## src/rtl/btb_update_queue.sv

```systemverilog
// Commit-side training-update queue: buffers retired branch/JAL records and
// presents them one per cycle to the BTB/perceptron update port. Also tracks
// committed global history and mispredict statistics.
module btb_update_queue #(
  parameter int unsigned DEPTH     = 8,
  parameter int unsigned HIST_BITS = 7,
  parameter int unsigned CNT_BITS  = 32
) (
  input  logic                 clk,
  input  logic                 rst,
  input  logic                 commit_valid,
  output logic                 commit_ready,
  input  logic                 commit_is_br,
  input  logic                 commit_is_jal,
  input  logic [31:0]          commit_pc,
  input  logic [31:0]          commit_target,
  input  logic                 commit_taken,
  input  logic                 commit_pred,
  output logic                 upd_valid,
  input  logic                 upd_ready,
  output logic [31:0]          upd_pc,
  output logic [31:0]          upd_target,
  output logic                 upd_is_br,
  output logic                 upd_is_jal,
  output logic                 upd_taken,
  output logic [HIST_BITS-1:0] hist_out,
  output logic [CNT_BITS-1:0]  br_cnt,
  output logic [CNT_BITS-1:0]  mispred_cnt
);

  localparam int unsigned PTR_W = $clog2(DEPTH);
  localparam int unsigned CNT_W = PTR_W + 1;

  typedef struct packed {
    logic [31:0] pc;
    logic [31:0] target;
    logic        is_br;
    logic        is_jal;
    logic        taken;
  } upd_entry_t;

  upd_entry_t       mem [DEPTH];
  logic [PTR_W-1:0] wr_ptr;
  logic [PTR_W-1:0] rd_ptr;
  logic [CNT_W-1:0] count;

  logic       push_c;
  logic       pop_c;
  logic       mispred_c;
  upd_entry_t wr_entry_c;

  // Handshake flags come straight from the registered occupancy.
  assign commit_ready = (count != CNT_W'(DEPTH));
  assign upd_valid    = (count != CNT_W'(0));

  // Head entry drives the update port directly from storage.
  assign upd_pc     = mem[rd_ptr].pc;
  assign upd_target = mem[rd_ptr].target;
  assign upd_is_br  = mem[rd_ptr].is_br;
  assign upd_is_jal = mem[rd_ptr].is_jal;
  assign upd_taken  = mem[rd_ptr].taken;

  // Push/pop qualification and the record to store; JAL wins when both flags set.
  always_comb begin
    push_c            = commit_valid & commit_ready & (commit_is_br | commit_is_jal);
    pop_c             = upd_valid & upd_ready;
    wr_entry_c.pc     = commit_pc;
    wr_entry_c.target = commit_target;
    wr_entry_c.is_br  = commit_is_br & ~commit_is_jal;
    wr_entry_c.is_jal = commit_is_jal;
    wr_entry_c.taken  = commit_taken;
    mispred_c         = commit_is_jal ? ~commit_pred : (commit_taken ^ commit_pred);
  end

  // FIFO storage write.
  always_ff @(posedge clk or posedge rst) begin
    if (rst) begin
      for (int i = 0; i < int'(DEPTH); i++) mem[i] <= '0;
    end else if (push_c) begin
      mem[wr_ptr] <= wr_entry_c;
    end
  end

  // Pointers wrap naturally since DEPTH is a power of two; count tracks occupancy.
  always_ff @(posedge clk or posedge rst) begin
    if (rst) begin
      wr_ptr <= '0;
      rd_ptr <= '0;
      count  <= '0;
    end else begin
      if (push_c) wr_ptr <= wr_ptr + PTR_W'(1);
      if (pop_c)  rd_ptr <= rd_ptr + PTR_W'(1);
      case ({push_c, pop_c})
        2'b10:   count <= count + CNT_W'(1);
        2'b01:   count <= count - CNT_W'(1);
        default: count <= count;
      endcase
    end
  end

  // Committed global history shifts only on conditional-branch pushes.
  always_ff @(posedge clk or posedge rst) begin
    if (rst) begin
      hist_out <= '0;
    end else if (push_c && commit_is_br && !commit_is_jal) begin
      hist_out <= {hist_out[HIST_BITS-2:0], commit_taken};
    end
  end

  // Saturating statistics counters.
  always_ff @(posedge clk or posedge rst) begin
    if (rst) begin
      br_cnt      <= '0;
      mispred_cnt <= '0;
    end else if (push_c) begin
      if (br_cnt != '1) br_cnt <= br_cnt + CNT_BITS'(1);
      if (mispred_c && (mispred_cnt != '1)) mispred_cnt <= mispred_cnt + CNT_BITS'(1);
    end
  end

endmodule

```

## config.mk

```make
export PLATFORM = sky130hd
export DESIGN_NAME = btb_update_queue
export DESIGN_NICKNAME = d
export VERILOG_FILES = /design/src/rtl/btb_update_queue.sv
export SDC_FILE = /design/constraint.sdc
export NUM_CORES = 1
export LEC_CHECK = 0
export CORE_MARGIN = 2
export CORE_UTILIZATION = 58
export DETAILED_ROUTE_END_ITERATION = 12
export DONT_BUFFER_PORTS = 1
export PLACE_DENSITY = 0.76
export SLEW_MARGIN = 10
export SYNTH_ARGS = -nofsm -noshare
export SYNTH_HDL_FRONTEND = slang
export SYNTH_SLANG_ARGS = --single-unit
```

## constraint.sdc

```tcl
create_clock -name clk -period 22 [get_ports clk]
set_input_delay 4.4 -clock clk [delete_from_list [all_inputs] [get_ports clk]]
set_output_delay 4.4 -clock clk [all_outputs]
set_load 0.03 [all_outputs]
```

==> results.sh, run 1 <==
export IMPL_crit_path_max_fanout=49
export IMPL_tns_ns=0
export IMPL_worst_pin_slew_ns=1.144
export IMPL_ios=212
export IMPL_n_antenna_cell=0
export IMPL_clock_latency_ns=0.62
export IMPL_crit_required_ns=17.60
export IMPL_die_w_um=223.1
export IMPL_cts_htree_levels=2
export IMPL_synthXorXnorAreaFrac_pct=2.171
export IMPL_synth_top_cell_by_area="dfrtp_1"
export IMPL_skew_ns=0.01525
export IMPL_synthAdderAreaFrac_pct=0.3147
export IMPL_drt_first_iter_violations=1048
export IMPL_dp_cells=2285
export IMPL_min_period_ns=8.868
export IMPL_fp_dieArea_um2=49750
export IMPL_critPathKind="flop to output pin"
export IMPL_dieHeight_um=223.1
export IMPL_synth_top_area_share_pct=55.48
export IMPL_path_cells="buf_4 -> buf_4 -> mux4_2 -> mux2_2"
export IMPL_grt_max_degree=168
export IMPL_power_leakage_nw=12.93
export IMPL_worst_ep_arrival_time_ns=4.47
export IMPL_drc=0
export IMPL_synth_simple_area_share_pct=3.713
export IMPL_numCtsBuffers=61
export IMPL_outcome="finished, final reports clean"
export IMPL_syn_inst=1751
export IMPL_fin_nets=1812
export IMPL_cts_path_max_buffers=3
export IMPL_numPortBuffers=0
export IMPL_start_kind="flop"
export IMPL_clk_pin_slew_ns=0.06
export IMPL_hp_class="flop to flop"
export IMPL_grt_pass1_wl_um=93500
export IMPL_crit_path_end_kind="output pin"
export IMPL_antenna_found_initial=0
export IMPL_yosysUniqueCellTypes=51
export IMPL_clkPwrFrac_pct=21.9
export IMPL_synth_seq_cells=617
export IMPL_cpMostUsedCell="buf_4"
export IMPL_ant_nets=0
export IMPL_synthMuxAreaShare_pct=35.83
export IMPL_syn_cell_area_um2=27830
export IMPL_grt_ovfl_total=0
export IMPL_layout_drive_gt1_share_pct=49.78
export IMPL_seq_area_frac_synth_pct=55.48
export IMPL_p_seq_share_pct=40.6
export IMPL_post_synth_cell_area_avg_um2=15.89
export IMPL_clock_fmax_ghz=0.1128
export IMPL_p_int_w=0.003299
export IMPL_cts_sinks=617
export IMPL_relSlewSlack_pct=23.74
export IMPL_dr_total_vias=15007
export IMPL_ctsHoldBuffers=0
export IMPL_synth_fp_nets=1830
export IMPL_synth_warnings=0
export IMPL_drv_cap=0
export IMPL_powerDensity_nw_per_um2=163.0
export IMPL_fin_cells=2395
export IMPL_rsz0062_at_grt="no"
export IMPL_synth_compound_area_share_pct=0.5260
export IMPL_layout_common_cells="dfrtp_1, mux2_2, mux4_2"
export IMPL_synthTopCellsByArea="dfrtp_1, mux2_2, mux4_2, xnor2_1, buf_2"
export IMPL_p_sw_w=0.001672
export IMPL_drt_wl_total_um=58230
export IMPL_wl_per_cell_um=24.31
export IMPL_clockRootBuffer="clkbuf_16"
export IMPL_maxSlewViolCount=0
export IMPL_p_comb_share_pct=37.6
export IMPL_fp_coreArea_um2=47550
export IMPL_cts_resized_gates=0
export IMPL_layout_commonest_cell="dfrtp_1"
export IMPL_gp_congestion=0.8563
export IMPL_vdd_drop_max_uv=94.42
export IMPL_cts_tree="built"
export IMPL_dp_hpwl_um=33530
export IMPL_hold_viol=0
export IMPL_finalSetupViolations=0
export IMPL_swShare_pct=33.64
export IMPL_area_growth_syn_to_layout_pct=9.585
export IMPL_cpMaxStageDelayCell="dfrtp_4"
export IMPL_first_pass_iters=5
export IMPL_final_period_utilization_pct=40.31
export IMPL_synth_top_family_by_area="multiplexers"
export IMPL_start_util_pct=58.54
export IMPL_routed_via_density=6.266
export IMPL_cts_setup_buffers=0
export IMPL_cpPeakStageDelay_ns=1.08
export IMPL_first_global_vias=16161
export IMPL_core_rowCount=80
export IMPL_grt_usage_pct=24.06
## routing by layer
layer / vias up / GRT usage (%) / share of wire, %
met5: - / 0 / 0
met4: 0 / 6.192 / 1.8
met3: 87 / 5.018 / 5.3
met2: 304 / 40.61 / 51
met1: 8118 / 32.12 / 42
li1: 6498 / - / -
## power groups by stage
stage / sequential [W] / clock (W) / combinational, W
after floorplan: 0.00188 / 0 / 0.00167
after global placement: 0.00200 / 0 / 0.00183
after detailed placement: 0.00204 / 0 / 0.00189
after CTS: 0.00202 / 0.00111 / 0.00189
after global routing: 0.00209 / 0.00116 / 0.00198
final: 0.00202 / 0.00109 / 0.00187
## layout make-up
cell class,instances,area [µm²]
Clock inverter,17,221.5
Fill cell,3338,17050
Inverter,15,63.81
Clock buffer,93,1919
Tap cell,615,769.5
Timing Repair Buffer,23,185.2
Multi-Input combinational cell,1015,11890
Sequential cell,617,15450
## final timing paths
check | endpoint | start | depth (start not counted) | slack [ns]
setup reg to reg | mem[29] | count[0] | 6 | 18.61
min in group asynchronous | hist_out[1] | rst | 1 | 3.82
max in group asynchronous | mem[87] | rst | 3 | 15.73
setup / recovery | upd_pc[1] | rd_ptr[0] | 4 | 13.13
hold reg to reg | mem[124] | mem[124] | 1 | 0.50
hold / removal | mem[124] | mem[124] | 1 | 0.50
## sequential cells by signal, indices dropped and copies added (netlist names)
name and flops:
rd_ptr 3, br_cnt 32, mem 536, hist_out 7
count 4, wr_ptr 3, mispred_cnt 32
## Yosys cell counts (all sizes together)
library cell and instances:
a2111o 1, nor4b 3, o211ai 2, nand2 32
o22ai 1, and2 2, mux2i 5, clkbuf 31
o21ai 4, mux2 607, nand4 35, buf 73
or2 1, nand4b 3, o311ai 1, or3 2
a31oi 3, and3b 1, xor2 18, a2111oi 1
nand3 27, and3 10, mux4 134, dfrtp 617
a21oi 3, nor4 10, nor2 21, nor3 14
ha 7, and4 3, nor3b 2, or4 2
nor4bb 1, xnor2 51, nor2b 2, inv 15
o211a 1, nand3b 4, o31ai 1
## critical path, delay by kind of cell (launching register included)
family / cells / cell delay, ns
buf+inv: 2 / 1.73
mux: 2 / 1.00
flops: 1 / 1.08
## cell families after synthesis
logic type      after synthesis
compound gates               18
xor+xnor                     69
fa+ha+maj                     7
buf+inv                     119
flops                       617
mux                         746
simple gates                175
## stage by stage
stage	cell area [µm²]	total power, W	setup slack, ns	utilization, %	hold slack, ns
after floorplan	27830	0.003551	0.3231	-	0.4448
after global placement	28360	0.003833	13.62	59.64	0.4587
after detailed placement	28360	0.003924	13.56	59.64	0.4882
after CTS	30500	0.005026	12.88	64.15	0.5032
after global routing	30500	0.005223	12.71	64.15	0.5075
final	30500	0.004971	13.13	64.15	0.4983
(Power assumes the default switching activity.)
==> run 2, diff against run 1 <==
Clock period 22 ns to 7.3 ns, I/O delays scaled along.
==> run 2 against run 1 <==
Net effect: power grew to 3.0 times the previous value; worst setup slack worse by 11 ns; utilization about the same; non-clock buffer count shrank 1; critical endpoint is now upd_pc[10].
==> results.sh, run 2 (synthesis gave the netlist of run 1 again) <==
export IMPL_outcome="finished, final reports clean"
export IMPL_grt_usage_pct=23.78
export IMPL_area_growth_syn_to_layout_pct=9.634
export IMPL_drt_wl_total_um=57050
export IMPL_largest_register="mem"
export IMPL_core_rowCount=80
export IMPL_largest_reg_flops=536
export IMPL_dp_hpwl_um=32960
export IMPL_grt_max_degree=197
export IMPL_numCtsBuffers=66
export IMPL_die_w_um=223.1
export IMPL_routed_via_density=6.239
export IMPL_relSlewSlack_pct=22.64
export IMPL_layout_commonest_cell="dfrtp_1"
export IMPL_p_sw_w=0.005040
export IMPL_cts_htree_levels=3
export IMPL_critPathKind="flop to output pin"
export IMPL_drv_cap=0
export IMPL_maxSlewViolCount=0
export IMPL_clk_pin_slew_ns=0.06
export IMPL_dieHeight_um=223.1
export IMPL_skew_ns=0.01492
export IMPL_grt_pass1_wl_um=92380
export IMPL_ant_nets=0
export IMPL_crit_required_ns=5.84
export IMPL_whs_endpoint="mem[270]"
export IMPL_ios=212
export IMPL_final_period_utilization_pct=65.14
export IMPL_hp_class="flop to flop"
export IMPL_nFillCells=3362
export IMPL_worst_pin_slew_ns=1.158
export IMPL_hold_depth=2
export IMPL_swShare_pct=33.71
export IMPL_clockRootBuffer="clkbuf_16"
export IMPL_rr_endpoint="mem[21]"
export IMPL_crit_path_max_fanout=47
export IMPL_layout_drive_gt1_share_pct=49.41
export IMPL_clock_fmax_ghz=0.2103
export IMPL_start_util_pct=58.54
export IMPL_cts_setup_buffers=0
export IMPL_start_kind="flop"
export IMPL_fp_dieArea_um2=49750
export IMPL_p_int_w=0.009911
export IMPL_dpl_cell_area_um2=28400
export IMPL_grt_ovfl_total=0
export IMPL_dp_cells=2284
export IMPL_powerDensity_nw_per_um2=490.0
export IMPL_clkPwrFrac_pct=21.6
export IMPL_utilization_pct=64.18
export IMPL_gp_congestion=0.8764
export IMPL_fin_cells=2396
export IMPL_finalSetupViolations=0
export IMPL_cts_tree="built"
export IMPL_antenna_found_initial=0
export IMPL_fin_nets=1816
export IMPL_crit_path_end_kind="output pin"
export IMPL_worstHoldStart="mem[270]"
export IMPL_layout_common_cells="dfrtp_1, mux2_2, mux4_2"
export IMPL_reg_top3="mem: 536 flops, br_cnt: 32 flops, mispred_cnt: 32 flops"
export IMPL_hold_viol=0
export IMPL_cts_sinks=617
export IMPL_drc=0
export IMPL_clock_latency_ns=0.58
export IMPL_first_pass_iters=4
export IMPL_dr_total_vias=14948
export IMPL_drt_first_iter_violations=927
export IMPL_postLayoutCellArea_um2=30510
export IMPL_cts_resized_gates=0
export IMPL_vdd_drop_max_uv=277.5
export IMPL_numPortBuffers=0
export IMPL_p_seq_share_pct=40.6
export IMPL_worst_ep_arrival_time_ns=3.30
export IMPL_worstRegToRegCells=6
export IMPL_n_antenna_cell=0
export IMPL_min_period_ns=4.755
export IMPL_cts_path_max_buffers=3
export IMPL_ctsHoldBuffers=0
export IMPL_ff2ff_setup_slack_ns=4.02
export IMPL_power_leakage_nw=12.91
export IMPL_wl_per_cell_um=23.81
export IMPL_p_comb_share_pct=37.7
export IMPL_fp_coreArea_um2=47550
export IMPL_first_global_vias=16226
export IMPL_rsz0062_at_grt="no"
export IMPL_r2r_start="count[0]"
## run 2: worst max-delay path by stage
stage | start | endpoint | slack [ns] | cells past startpoint
4_1_cts | rd_ptr[0] | upd_target[24] | 2.43 | 3
6_report | rd_ptr[0] | upd_pc[10] | 2.54 | 3
3_5_place_dp | commit_is_jal | mem[22] | 2.91 | 6
2_1_floorplan | rst | br_cnt[0] | -2.58 | 1
3_3_place_gp | commit_is_jal | mem[19] | 2.95 | 6
5_1_grt | rd_ptr[0] | upd_pc[4] | 2.27 | 3
## run 2: layout make-up
cell class / count / area [µm²] / share of cell area, %
inverter: 15 / 60.06 / 0.1968
clock inverter: 12 / 102.6 / 0.3362
sequential: 617 / 15450 / 50.64
multi-input combinational: 1015 / 11890 / 38.96
clock buffer: 100 / 2013 / 6.598
tap: 615 / 769.5 / 2.522
timing repair buffer: 22 / 227.7 / 0.7463
## run 2: power groups by stage
stage | logic, W | clock network (W) | registers, W
after floorplan | 0.00504 | 0 | 0.00567
after global placement | 0.00555 | 0 | 0.00602
after detailed placement | 0.00569 | 0 | 0.00614
after CTS | 0.00572 | 0.00332 | 0.00609
after global routing | 0.00600 | 0.00344 | 0.00630
final | 0.00564 | 0.00324 | 0.00608
## run 2: layer usage
layer	routed length, µm	vias to the layer above	global-route usage (%)	share of wire, %
li1	-	6491	-	-
met1	24230	8084	31.76	42
met2	28460	290	38.96	50
met3	3225	83	6.164	5.7
met4	1136	0	6.668	2.0
met5	0	-	0	0
## run 2: worst max-delay path, cell delays in order, from the launching register on
cell and delay, ns:
dfrtp_4 1.08, buf_4 0.62, mux4_2 0.57, mux2_2 0.38
## run 2: through the flow
| stage | power (W) | TNS (ns) | hold WS, ns | worst slack, ns |
|---|---|---|---|---|
| after floorplan | 0.01070 | -1592.49 | 0.4448 | -2.581 |
| after global placement | 0.01157 | 0 | 0.4569 | 2.952 |
| after detailed placement | 0.01183 | 0 | 0.4686 | 2.913 |
| after CTS | 0.01513 | 0 | 0.4813 | 2.432 |
| after global routing | 0.01574 | 0 | 0.5080 | 2.275 |
| final | 0.01495 | 0 | 0.4819 | 2.545 |
==> run 3, diff against run 2 <==
Clock period 7.3 ns to 4 ns, I/O delays scaled along.
==> run 3 against run 2 <==
Net effect: clock skew grew 0.0050 ns; global-route usage increased by 0.74 points; register-to-register slack got worse by 2.8 ns; utilization is 0.87 points higher; clock power grew 96%; critical path type unchanged.
==> results.sh, run 3 (synthesis gave the netlist of run 1 again) <==
export IMPL_outcome="finished, final reports clean"
export IMPL_fp_coreArea_um2=47550
export IMPL_grt_usage_pct=24.51
export IMPL_critPathKind="flop to output pin"
export IMPL_vdd_drop_max_uv=482.0
export IMPL_ant_nets=0
export IMPL_core_rowCount=80
export IMPL_routed_via_density=6.277
export IMPL_cts_tree="built"
export IMPL_layout_commonest_cell="dfrtp_1"
export IMPL_hp_class="input port to flop"
export IMPL_wl_per_cell_um=24.37
export IMPL_ctsHoldBuffers=0
export IMPL_dieHeight_um=223.1
export IMPL_cts_sinks=617
export IMPL_start_util_pct=58.54
export IMPL_fp_dieArea_um2=49750
export IMPL_numCtsBuffers=66
export IMPL_min_period_ns=3.468
export IMPL_grt_pass1_wl_um=94760
export IMPL_crit_path_max_fanout=58
export IMPL_cts_setup_buffers=0
export IMPL_grt_ovfl_total=0
export IMPL_rsz0062_at_grt="no"
export IMPL_hold_viol=0
export IMPL_first_pass_iters=5
export IMPL_skew_ns=0.01988
export IMPL_gp_congestion=0.8579
export IMPL_worst_pin_slew_ns=1.050
export IMPL_grt_max_degree=106
export IMPL_finalSetupViolations=0
export IMPL_nFillCells=3286
export IMPL_crit_required_ns=3.20
export IMPL_clk_pin_slew_ns=0.06
export IMPL_powerDensity_nw_per_um2=900.9
export IMPL_dp_hpwl_um=34080
export IMPL_power_w=0.02786
export IMPL_drc=0
export IMPL_ios=212
export IMPL_numPortBuffers=0
export IMPL_fin_hold_ws_ns=0.3004
export IMPL_die_w_um=223.1
export IMPL_largest_reg_flops=536
export IMPL_start_kind="flop"
export IMPL_crit_path_end_kind="output pin"
export IMPL_dp_cells=2294
export IMPL_cts_resized_gates=0
export IMPL_largest_register="mem"
export IMPL_relSlewSlack_pct=29.87
export IMPL_worst_ep_arrival_time_ns=2.67
export IMPL_clock_latency_ns=0.59
export IMPL_area_growth_syn_to_layout_pct=11.13
export IMPL_cts_htree_levels=3
export IMPL_clockRootBuffer="clkbuf_16"
export IMPL_drv_cap=0
export IMPL_n_antenna_cell=0
export IMPL_fin_cells=2415
export IMPL_first_global_vias=16422
export IMPL_layout_drive_gt1_share_pct=50.00
export IMPL_layout_common_cells="dfrtp_1, mux2_2, mux4_2"
export IMPL_clock_fmax_ghz=0.2883
export IMPL_dr_total_vias=15160
export IMPL_worstRegToRegCells=10
export IMPL_reg_top3="mem: 536 flops, br_cnt: 32 flops, mispred_cnt: 32 flops"
export IMPL_ff2ff_setup_slack_ns=1.19
export IMPL_drt_first_iter_violations=993
export IMPL_power_leakage_nw=13.11
export IMPL_hold_depth=1
export IMPL_utilization_pct=65.05
export IMPL_maxSlewViolCount=0
export IMPL_antenna_found_initial=0
export IMPL_drt_wl_total_um=58850
export IMPL_cts_path_max_buffers=3
export IMPL_fin_nets=1826
export IMPL_final_period_utilization_pct=86.71
[run 3: changes by cell type in the layout (fill, tap and decap cells not counted), sizes merged]
cell,before,now
clkinv,6,15
clkbuf,100,98
inv,18,15
buf,22,32
bufinv,1,6
[run 3: worst max-delay path, stage by stage (launching register included)]
cell     delay (ns)
dfrtp_4        0.83
buf_12         0.41
mux4_2         0.38
mux2_2         0.39
[run 3: per-layer routing]
metal  global-route usage (%)  routed length (µm)
met1                    32.16               24800
met5                        0                   0
met2                    40.92               29460
met4                    8.617                1620
met3                    5.123                2962
[run 3: path summary, 6_finish.rpt]
check | startpoint | end
max in group asynchronous | rst | mem[520]
max reg2reg | count[1] | count[2]
max | rd_ptr[1] | upd_pc[27]
min in group asynchronous | rst | mem[196]
min | commit_is_jal | mem[2]
min reg2reg | mem[270] | mem[270]
[run 3: power breakdown]
group	total [W]	switching [W]	internal, W
combinational	0.0105	0.00496	0.00556
clock	0.00634	0.00245	0.00389
sequential	0.0110	0.00190	0.00909
[run 3: layout make-up]
cell class              instances  area (µm²)  share of cell area (%)
clock buffers                  98        2018                   6.525
clock inverters                23       275.3                  0.8900
inverters                      15       60.06                  0.1942
multi-input cells            1015       11890                   38.44
flip-flops and latches        617       15450                   49.96
well taps                     615       769.5                   2.488
repair buffers                 32       465.4                   1.505
[run 3: per-stage QoR]
| step | TNS [ns] | setup slack (ns) | area, µm² |
|---|---|---|---|
| after global routing | 0 | 0.4610 | 30930 |
| final | 0 | 0.5316 | 30930 |
| after detailed placement | 0 | 1.083 | 28640 |
| after floorplan | -3221.37 | -5.221 | 27840 |
| after global placement | 0 | 1.138 | 28640 |
| after CTS | 0 | 0.4979 | 30930 |
